## src/rtl/fetch_unit.sv

```systemverilog
// IF stage: owns the PC, computes next PC (seq / D-stage redirect),
// fills the IF/ID register, flags PC faults and counts fetches.
module fetch_unit #(
    parameter logic [31:0] PC_RESET  = 32'h0000_3000,
    parameter int unsigned IM_WORDS  = 4096,
    parameter logic [31:0] NOP_INSTR = 32'h0000_0000
) (
    input  logic        clk,
    input  logic        reset,
    input  logic        stall,
    input  logic        redirect,
    input  logic [31:0] redirect_pc,
    input  logic [31:0] instr_in,
    output logic [31:0] pc,
    output logic [31:0] if_id_instr,
    output logic [31:0] if_id_pc,
    output logic [31:0] if_id_pc8,
    output logic        if_id_valid,
    output logic        fetch_fault,
    output logic [31:0] fetch_count
);

    localparam logic [31:0] PC_LIMIT = PC_RESET + 32'(4 * IM_WORDS);

    logic        bad;
    logic [31:0] pc_plus4;
    logic [31:0] pc_plus8;

    always_comb begin
        bad      = (pc[1:0] != 2'b00) || (pc < PC_RESET) || (pc >= PC_LIMIT);
        pc_plus4 = pc + 32'd4;
        pc_plus8 = pc + 32'd8;
    end

    // Fault is sticky and freezes everything until reset.
    always_ff @(posedge clk) begin
        if (!reset) begin
            pc          <= PC_RESET;
            if_id_instr <= NOP_INSTR;
            if_id_pc    <= PC_RESET;
            if_id_pc8   <= PC_RESET + 32'd8;
            if_id_valid <= 1'b0;
            fetch_fault <= 1'b0;
            fetch_count <= 32'd0;
        end else if (fetch_fault) begin
            if_id_valid <= 1'b0;
        end else if (bad) begin
            fetch_fault <= 1'b1;
            if_id_instr <= NOP_INSTR;
            if_id_valid <= 1'b0;
        end else if (!stall) begin
            if_id_instr <= instr_in;
            if_id_pc    <= pc;
            if_id_pc8   <= pc_plus8;
            if_id_valid <= 1'b1;
            fetch_count <= fetch_count + 32'd1;
            pc          <= redirect ? redirect_pc : pc_plus4;
        end
    end

endmodule

```

## config.mk

```make
export PLATFORM = sky130hd
export DESIGN_NAME = fetch_unit
export DESIGN_NICKNAME = d
export VERILOG_FILES = /design/src/rtl/fetch_unit.sv
export SDC_FILE = /design/constraint.sdc
export NUM_CORES = 1
export LEC_CHECK = 0
export BUFFER_PORTS_ARGS = -buffer_cell sky130_fd_sc_hd__buf_2
export CELL_PAD_IN_SITES_DETAIL_PLACEMENT = 1
export CELL_PAD_IN_SITES_GLOBAL_PLACEMENT = 1
export CORE_AREA = 4 4 137 139
export CTS_BUF_LIST = sky130_fd_sc_hd__clkbuf_8 sky130_fd_sc_hd__clkbuf_16
export DETAILED_ROUTE_END_ITERATION = 6
export DIE_AREA = 0 0 141 143
export PLACE_DENSITY = 0.86
export SYNTH_ARGS = -nofsm -noshare
export SYNTH_HDL_FRONTEND = slang
export SYNTH_SLANG_ARGS = --single-unit
```

## constraint.sdc

```tcl
create_clock -name clk -period 3 [get_ports clk]
set_clock_uncertainty 0.2 [all_clocks]
set_input_delay 0.45 -clock clk [delete_from_list [all_inputs] [get_ports clk]]
set_output_delay 0.45 -clock clk [all_outputs]
set_load 0.1 [all_outputs]
```

; Yosys cells after proc, flatten, opt, wreduce, memory -nomap -nowiden
; Cells that the tools add are included.
; Widths: inputs -> output; s select.
[totals]
output_inout_bits = 162
in_bits = 68
register_bits = 162
elab_cells = 28
[classes]
magnitude_cmp = 2
bitwise_logic = 4
n_mux = 5
addsub = 3
n_reduce_logical = 6
eq_ne = 1
[ops]
columns = cell, count
row1 = $mux 32, 3
row2 = $add 32x1->32 const B, 1
row3 = $add 32x3->32 const B, 1
row4 = $add 32x4->32 const B, 1
row5 = $ge 32x15->1 const B, 1
row6 = $lt 32x14->1 const B, 1
row7 = $not 1->1, 4
row8 = $reduce_and 3->1, 1
row9 = $reduce_or 3->1, 1
row10 = $logic_or 1x1->1, 2
row11 = $mux 1, 2
row12 = $ne 2x1->1 const B, 1
row13 = $reduce_and 2->1, 1
row14 = $reduce_bool 2->1, 1

; Longest topological paths before layout
; Gate-level depths: netlist of run 1.
[depth]
word_depth = 5
ltp_mapped = 8
mapped_depth_nobuf = 6

; Least setup slack after synthesis of run 1
; No wires, ideal clock.
[synth_timing]
kind = flip-flop to flip-flop
from = register pc[12]
to = register fetch_count[21]
synth_period_minus_slack_ps = 3184
required_ps = 2665
path_buffers = 3
stages_incl_launch_ff = 9
arrival_ps = 2849
setup_time_ps = 135
path_slack_ps = -184
cell_sequence = dfxtp_1 buf_2 and3b_1 o211ai_2 or4_1 buf_2 clkbuf_1 o311ai_0 o41ai_1
[synth_between]
elab_chain_cells = 5
word_cells_on_any_way = 6
cone_classes = order compare (2) / bitwise (1) / reduce/logical (3)
[synth_rtl]
columns = element, line_no
row1 = start: declaration, 14  ; output logic [31:0] pc,
row2 = start signal: assignment, 57  ; pc <= redirect ? redirect_pc : pc_plus4;
row3 = $lt 32x14->1, 30  ; bad = (pc[1:0] != 2'b00) || (pc < PC_RESET) || (pc >= PC_LIMIT);
row4 = $logic_or 1x1->1, 30
row5 = $logic_or 1x1->1 (*), 30
row6 = $not 1->1 (no line) (*), -
row7 = $reduce_and 3->1 (no line) (*), -
row8 = end signal: assignment, 56  ; fetch_count <= fetch_count + 32'd1;
row9 = end: declaration, 20  ; output logic [31:0] fetch_count
; Mark *: on every way between the ends. The rest lies on a longest branch, timed or not.
; A chain may end at the register's enable or synchronous reset.

; Final worst setup path of run 1
[layout_timing]
from = register pc[31]
to = register if_id_instr[25]
[layout_between]
elab_chain_cells = 5
word_cells_on_any_way = 7
cone_classes = order compare (2) / eq/ne (1) / mux (1) / reduce/logical (3)
[layout_rtl]
columns = element, line_no
row1 = $lt 32x14->1, 30
row2 = $logic_or 1x1->1, 30
row3 = $logic_or 1x1->1 (*), 30
row4 = $ne 2x1->1 (no line), -
row5 = $reduce_and 2->1 (no line), -
row6 = end signal: assignment, 52  ; if_id_instr <= instr_in;
row7 = end: declaration, 15  ; output logic [31:0] if_id_instr,
; Marked as above.

==> metrics, run 1 <==
Yosys cell types 55; cell row count 49; Power Internal 4.296 mW; number of global-route vias before repair 6168; RSZ-0062 raised after global routing false; syn_nets 763; total CTS buffers 17; root buf cell clkbuf_16; sw frac 51.84%; Worst Reg-to-Reg Cells 6; Skew-Pair Late Insertion Delay 430 ps; Fin. Hold Viols 0; synth top area cells dfxtp_1, nand2_1, a22o_1, and3_1, a21oi_1; # port buffers 229; Initial Util 35.46%; GPL Wtd Cong 0.8340; critical path class flop to flop; post-route cell area 8229 µm²; Post-Place Worst Slack 273.7 ps; share of layout cells above drive strength 1 33.04%; Layout fillers 2136; Netlist Area Pre-Place 6261 µm²; largest net degree at the start of global routing 52; First-pass DRT Iterations 4; synthesized area per cell 9.061 µm²; Yosys top cell area share 50.84%; number of synthesized register bits 159; Psw 4.623 mW; vias 6020; Critical Path AT 2890 ps; Max clock buf depth 2; count leader, synth dfxtp_1; area of the multi-input gates 2809 µm²; VDD IR max 0.6564 mV; CTS tree yes; max_cap viols 0; PD cells 1084 nW/µm²; Clock power frac 23.9%; CP Capture Type flop; Seq pwr share 29.9%; starting DRC count in detailed routing 272; Reg area 3193 µm²; Tcrit/Tclk final 90.54%; GRT overflow 0; initial antenna violation count 0; DRT antenna net count 0; final core occ 46.61%; Synth Warn # 0; Area Overhead vs Synth 31.43%; Via-to-Cell Ratio 5.253; Ports 230; crit path time final 2716 ps; Die Y 143 µm; Synth top cells by count dfxtp_1, nand2_1, nor2_1, a21oi_1, and3_1; Final HPWL DP 15.32 mm; post-CTS sizing 0; highest net fanout along the worst path 32; H-tree depth 4; hold path depth 2; Antenna Diode Count 0; CP Launch Type flop; CTS sink cnt 159; clk slew on worst S/H paths 70 ps; placed inst area 7642 µm²; Seq/Total Area, Yosys 50.84%; Post-synth EDFFs 0; first-pass GRT wire length 33.57 mm; die width 141 µm; post-synthesis cell count 691; nets 976; post-synth top area cell dfxtp_1; routed len/inst 18.36 µm; Setup WS post-layout 283.9 ps; core area 17660 µm²; Finish-stage setup viols 0; Setup TNS Final 0 ps; FMAX 368.2 MHz; P_leak 3.775 nW; worst min path class input pin to flop; DRC 0; GRT Total Usage 20.74%; Routed WL 21.04 mm; CTS Hold Bufs 0; outcome finished, final reports clean; Least-Margin Pin Slew 594.1 ps; Synth async-reset ratio 0%; Die Area 20160 µm²; post-CTS setup buffer count 0; Final Non-Filler Cells 1146; Slew headroom 60.03%; placed cell count 1114; Comb power frac 46.2%; Primary FF master, synth dfxtp_1; Slew Limit Fails 0; CP required 3170 ps
## logic make-up after synthesis
logic type	count (synthesis)	synth area share, %
compound gates	160	17.17
xor+xnor	25	3.497
fa+ha+maj	4	0.7994
buf+inv	66	4.456
flops	159	50.84
mux	4	0.6395
simple gates	273	22.60
## metrics by stage
| step | power [mW] | hold WS (ps) |
|---|---|---|
| 3_3_place_gp | 6.779 | 234.5 |
| 2_1_floorplan | 5.871 | 279.6 |
| 6_report | 8.919 | 24.59 |
| 3_5_place_dp | 6.835 | 250.5 |
| 5_1_grt | 9.332 | 6.837 |
| 4_1_cts | 8.981 | 8.652 |
## routing by layer
layer	global-route usage (%)	vias up	wire length, µm
li1	-	2897	-
met5	0	-	0
met3	7.267	30	1486
met1	24.53	2905	9048
met4	6.884	0	401
met2	35.28	188	10110
## sequential cells by signal (all words and copies together), names as in the netlist
name,flops
if_id_instr,32
if_id_pc8,29
if_id_valid,1
pc,32
fetch_fault,1
fetch_count,32
if_id_pc,32
## placed cells by master, fill, tap and decap left out, types with 20 or more instances in the layout
master / synthesis / final
nor2_1: 55 / 53
xnor2_1: 20 / 20
nand2_1: 86 / 86
buf_2: 7 / 229
dfxtp_1: 159 / 151
and3_1: 46 / 46
o21ai_0: 27 / 27
buf_4: 6 / 20
a22o_1: 34 / 34
a21oi_1: 46 / 46
## final cells by class
cell class | instances | share of cell area [%]
timing repair buffer | 250 | 16.00
clock buffer | 17 | 5.170
clock inverter | 15 | 1.961
inverter | 10 | 0.4561
tap | 229 | 3.482
sequential | 159 | 38.80
multi-input combinational | 466 | 34.13
## critical path: stages, from the launching register on
cell and delay [ps]:
dfxtp_1 340, nor4_2 370, nand2_1 140, or4_1 820
nor2_2 230, buf_4 350, a22o_1 190
## worst paths after layout
kind	startpoint	end	slack (ps)
setup / recovery	pc[31]$_SDFFE_PN0P_	if_id_instr[25]$_SDFFE_PN0P_	280
hold / removal	instr_in[2]	if_id_instr[2]$_SDFFE_PN0P_	20
setup reg to reg	pc[31]$_SDFFE_PN0P_	if_id_instr[25]$_SDFFE_PN0P_	280
hold reg to reg	if_id_pc[4]$_SDFFE_PN0P_	if_id_pc[4]$_SDFFE_PN0P_	250
## power by group through the flow
stage | registers, mW | clock network [mW] | logic [mW]
after floorplan | 4.56 | 0 | 1.31
after global placement | 2.70 | 0 | 4.08
after detailed placement | 2.70 | 0 | 4.14
after CTS | 2.66 | 2.18 | 4.14
after global routing | 2.70 | 2.28 | 4.35
final | 2.66 | 2.14 | 4.12
(Power assumes the default switching activity.)
==> run 2: changes to the inputs <==
Settings changed: CORE_AREA 4 4 137 139 to 4 4 136 138, CTS_BUF_LIST sky130_fd_sc_hd__clkbuf_8 sky130_fd_sc_hd__clkbuf_16 to sky130_fd_sc_hd__clkbuf_2, DIE_AREA 0 0 141 143 to 0 0 140 142, PLACE_DENSITY 0.86 to 0.87.
==> run 2 against run 1 <==
Compared with the run above:
- highest routed layer unchanged
- sequential power is essentially flat
- critical path type unchanged
- worst hold slack gained 210 ps
- die area shrank 1.4%
- combinational power grew 4%
- non-clock buffer count grew 71
- register-to-register slack lost 150 ps
- cell area grew 4.6%
- via count grew 7.6%
- global-route usage grew 3.3 points
==> metrics, run 2 (synthesis gave the netlist of run 1 again) <==
total CTS buffers 17; Slew headroom 55.64%; largest net degree at the start of global routing 52; FMAX 348.9 MHz; GRT overflow 0; critical path class flop to flop; GRT Total Usage 24.08%; die width 140 µm; delay of the slowest cell on the worst path 800 ps; Global Route met1 Usage 27.87%; Fin. Hold Viols 0; core area 17180 µm²; most common cell after layout, fill and taps aside buf_2; nets 1047; family with the most delay on the worst path simple AND/OR/NAND/NOR gates; clk slew on worst S/H paths 270 ps; initial antenna violation count 2; Setup TNS Final 0 ps; first-pass GRT wire length 38.28 mm; Max clock buf depth 2; Routed WL 24.38 mm; Tcrit/Tclk final 95.53%; highest net fanout along the worst path 21; placed cell count 1107; DRC 0; First-pass DRT Iterations 4; grt met2 use 41.66%; Via-to-Cell Ratio 5.331; CP Capture Type flop; outcome finished, final reports clean; GPL Wtd Cong 0.8184; vias 6477; Die Y 142 µm; PD cells 949.4 nW/µm²; Die Area 19880 µm²; Finish-stage setup viols 0; Skew-Pair Late Insertion Delay 740 ps; Layout fillers 2106; Critical Path AT 3290 ps; WHS 237.9 ps; CP Launch Type flop; hold path depth 3; Critical Path, Cell by Cell nor4_4 > o211ai_2 > or4_1 > buf_4 > o211ai_1 > o21ai_0; worst min path class input pin to flop; Ports 230; VDD IR max 0.6699 mV; slowest cell on the critical path or4_1; area of the multi-input gates 2820 µm²; Final Non-Filler Cells 1215; starting DRC count in detailed routing 319; post-CTS setup buffer count 0; Slew Limit Fails 0; GR Util met3 6.317%; Levels on crit path 6; number of global-route vias before repair 6814; CTS sink cnt 159; CTS tree yes; commonest cells after routing, fill and taps aside buf_2, dfxtp_1, nand2_1; CP required 3420 ps; Initial Util 36.45%; share of layout cells above drive strength 1 30.67%; crit path time final 2866 ps; P_leak 3.914 nW; max_cap viols 0; final core occ 50.12%; Least-Margin Pin Slew 659.3 ps; DRT antenna net count 0; Area Overhead vs Synth 37.51%; cell row count 48; crit path buf inv count 1; # port buffers 229; root buf cell clkbuf_2; Final HPWL DP 15.28 mm; Reg area 3194 µm²; H-tree depth 4; Worst Reg-to-Reg Cells 6; busiest grt layer met2; routed len/inst 20.06 µm
[run 2: cell count changes in the layout (fill, tap and decap cells not counted), sizes merged]
cell / delta
buf: -3
bufinv: +1
clkinvlp: +1
diode: +2
dlygate4sd3: +74
inv: -2
[run 2: tightest hold or removal path, cell delays in order]
cell,delay [ps]
dlygate4sd3_1,520
buf_2,100
a22o_1,110
[run 2: per-layer routing]
metal,up-vias,wire length [µm]
li1,3042,-
met1,3134,10040
met2,244,11960
met3,57,1462
met4,0,907
met5,-,0
[run 2: final cells by class]
cell class,count,share of cell area (%)
clock inverter,15,1.758
clock buffer,17,0.9882
sequential,159,37.10
antenna,2,0.05813
multi-input combinational,466,32.76
tap,225,3.270
timing repair buffer,321,23.63
inverter,10,0.4360
[run 2: stage by stage]
step	worst slack [ps]	total power [mW]	area, µm²
6_report	134.0	8.174	8610
2_1_floorplan	31.25	5.871	6271
3_5_place_dp	283.8	6.835	7615
3_3_place_gp	379.2	6.766	7615
5_1_grt	-4.773	8.560	8610
4_1_cts	188.7	8.121	8592
[run 2: what timing repair did]
item / 4_1_cts / 5_1_grt
endpoints found under the setup margin: 0 / 2
hold buffers: 74 / 0
gates resized for setup: 0 / 3
hold endpoints to repair: 72 / 0
[run 2: path summary, 6_finish.rpt]
| check | from | end | slack, ps |
|---|---|---|---|
| setup / recovery | pc[17]$_SDFFE_PN0P_ | pc[9]$_SDFFE_PN0P_ | 130 |
| hold / removal | instr_in[26] | if_id_instr[26]$_SDFFE_PN0P_ | 240 |
| setup reg to reg | pc[17]$_SDFFE_PN0P_ | pc[9]$_SDFFE_PN0P_ | 130 |
| hold reg to reg | if_id_pc[7]$_SDFFE_PN0P_ | if_id_pc[7]$_SDFFE_PN0P_ | 270 |
[run 2: report_power, final]
part	internal (mW)	total, mW	switching (mW)
registers	2.41	2.69	0.280
logic	0.855	4.30	3.44
clock network	0.327	1.19	0.862
total	3.59	8.17	4.59
==> run 3: changes to the inputs <==
Settings changed: PLACE_DENSITY 0.87 to default, PLACE_DENSITY_LB_ADDON from default to 0.1.
==> run 3 against run 2 <==
Compared with the run above:
- sequential power about the same
- clock power down 15%
- largest power group unchanged
- cell area down 0.22%
- worst hold slack worse by 140 ps
==> metrics, run 3 (synthesis gave the netlist of run 1 again) <==
CTS tree yes; nets 1050; RSZ-0062 raised after global routing false; largest net degree at the start of global routing 47; GPL Wtd Cong 0.7830; CTS sink cnt 159; number of global-route vias before repair 6895; CP Capture Type flop; DRT antenna net count 0; Area Overhead vs Synth 37.21%; crit path buf inv count 2; DRC 0; Final HPWL DP 15.31 mm; family with the most delay on the worst path simple AND/OR/NAND/NOR gates; worst min path class input pin to flop; Via-to-Cell Ratio 5.232; root buf cell clkbuf_2; most common cell after layout, fill and taps aside buf_2; critical path class flop to flop; Critical Path, Cell by Cell ha_1 > nand3_1 > nor4_2 > buf_4 > and3_1 > a22oi_1 > o21ai_0 > dlygate4sd3_1; Die Area 19880 µm²; CP required 3460 ps; cell row count 48; initial antenna violation count 1; Initial Util 36.45%; # port buffers 229; Ports 230; FMAX 359.7 MHz; VDD IR max 0.6338 mV; max_cap viols 0; total CTS buffers 17; clk slew on worst S/H paths 230 ps; vias 6372; starting DRC count in detailed routing 210; Skew-Pair Late Insertion Delay 710 ps; highest net fanout along the worst path 5; delay of the slowest cell on the worst path 580 ps; H-tree depth 4; GRT overflow 0; post-CTS setup buffer count 0; Setup TNS Final 0 ps; outcome finished, final reports clean; Tcrit/Tclk final 92.67%; Max clock buf depth 2; Finish-stage setup viols 0; first-pass GRT wire length 35.46 mm; Slew Limit Fails 0; commonest cells after routing, fill and taps aside buf_2, dfxtp_1, nand2_1; Die Y 142 µm; First-pass DRT Iterations 4; GRT Total Usage 21.82%; routed len/inst 18.03 µm; Routed WL 21.96 mm; post-route cell area 8591 µm²; die width 140 µm; Post-Place Worst Slack 272.1 ps; P_leak 3.932 nW; Least-Margin Pin Slew 624.1 ps; share of layout cells above drive strength 1 30.47%; Critical Path AT 3240 ps; PD cells 919.7 nW/µm²; placed inst area 7607 µm²; Setup WS post-layout 219.8 ps; crit path time final 2780 ps; Slew headroom 58.01%; Fin. Hold Viols 0; core area 17180 µm²; slowest cell on the critical path dlygate4sd3_1; CP Launch Type flop
==> run 3: cell count changes in the layout (fill, tap and decap cells not counted), moves of 2 or more <==
cell	delta
clkbuf_2	+3
clkinvlp_4	+2
inv_6	-4
dlygate4sd3_1	+4
==> run 3: layout make-up <==
class                   count  area (µm²)
diodes                      2       5.005
clock buffers              20       100.1
clock inverters            12       87.58
fillers                  2097        8586
inverters                  10       37.54
multi-input cells         466        2818
flip-flops and latches    159        3194
well taps                 225       281.5
repair buffers            324        2067
==> run 3: tightest hold or removal path, cell delays in order <==
cell and delay [ps]:
buf_2 170, or2_2 140, a21oi_1 50, o21ai_0 150
==> run 3: path summary, 6_finish.rpt <==
check | start | end | slack [ps] | cells after the start
worst max-delay path | pc[3]$_SDFFE_PN0P_ | pc[26]$_SDFFE_PN0P_ | 220 | 8
worst max register to register | pc[3]$_SDFFE_PN0P_ | pc[26]$_SDFFE_PN0P_ | 220 | 8
worst min-delay path | redirect | pc[12]$_SDFFE_PN1P_ | 100 | 4
worst min register to register | if_id_pc[10]$_SDFFE_PN0P_ | if_id_pc[10]$_SDFFE_PN0P_ | 260 | 2
==> run 3: metal layers <==
metal | track usage (%) | share of wire (%)
met3 | 5.880 | 5.9
met1 | 25.48 | 42
met2 | 39.17 | 50
met5 | 0 | 0
met4 | 6.833 | 1.8
==> run 3: metrics by stage <==
step | power, mW | hold WS (ps) | util (%) | std cells
after floorplan | 5.871 | 279.6 | - | 691
after global placement | 6.751 | 235.7 | 44.29 | 1106
after detailed placement | 6.823 | 241.3 | 44.29 | 1106
after CTS | 7.961 | 7.586 | 49.93 | 1216
after global routing | 8.335 | 33.21 | 50.01 | 1218
final | 7.901 | 100.0 | 50.01 | 1218
==> run 3: power by group <==
part           switching [mW]  internal, mW  leakage [nW]
registers               0.275          2.40          1.29
clock network           0.780         0.226         0.113
logic                    3.35         0.870          2.53
==> run 3: what timing repair did <==
| action | CTS | global route |
|---|---|---|
| resized for setup | 0 | 3 |
| hold buffers | 78 | 0 |
| hold endpoints to repair | 71 | 0 |
| setup endpoints to repair | 0 | 5 |
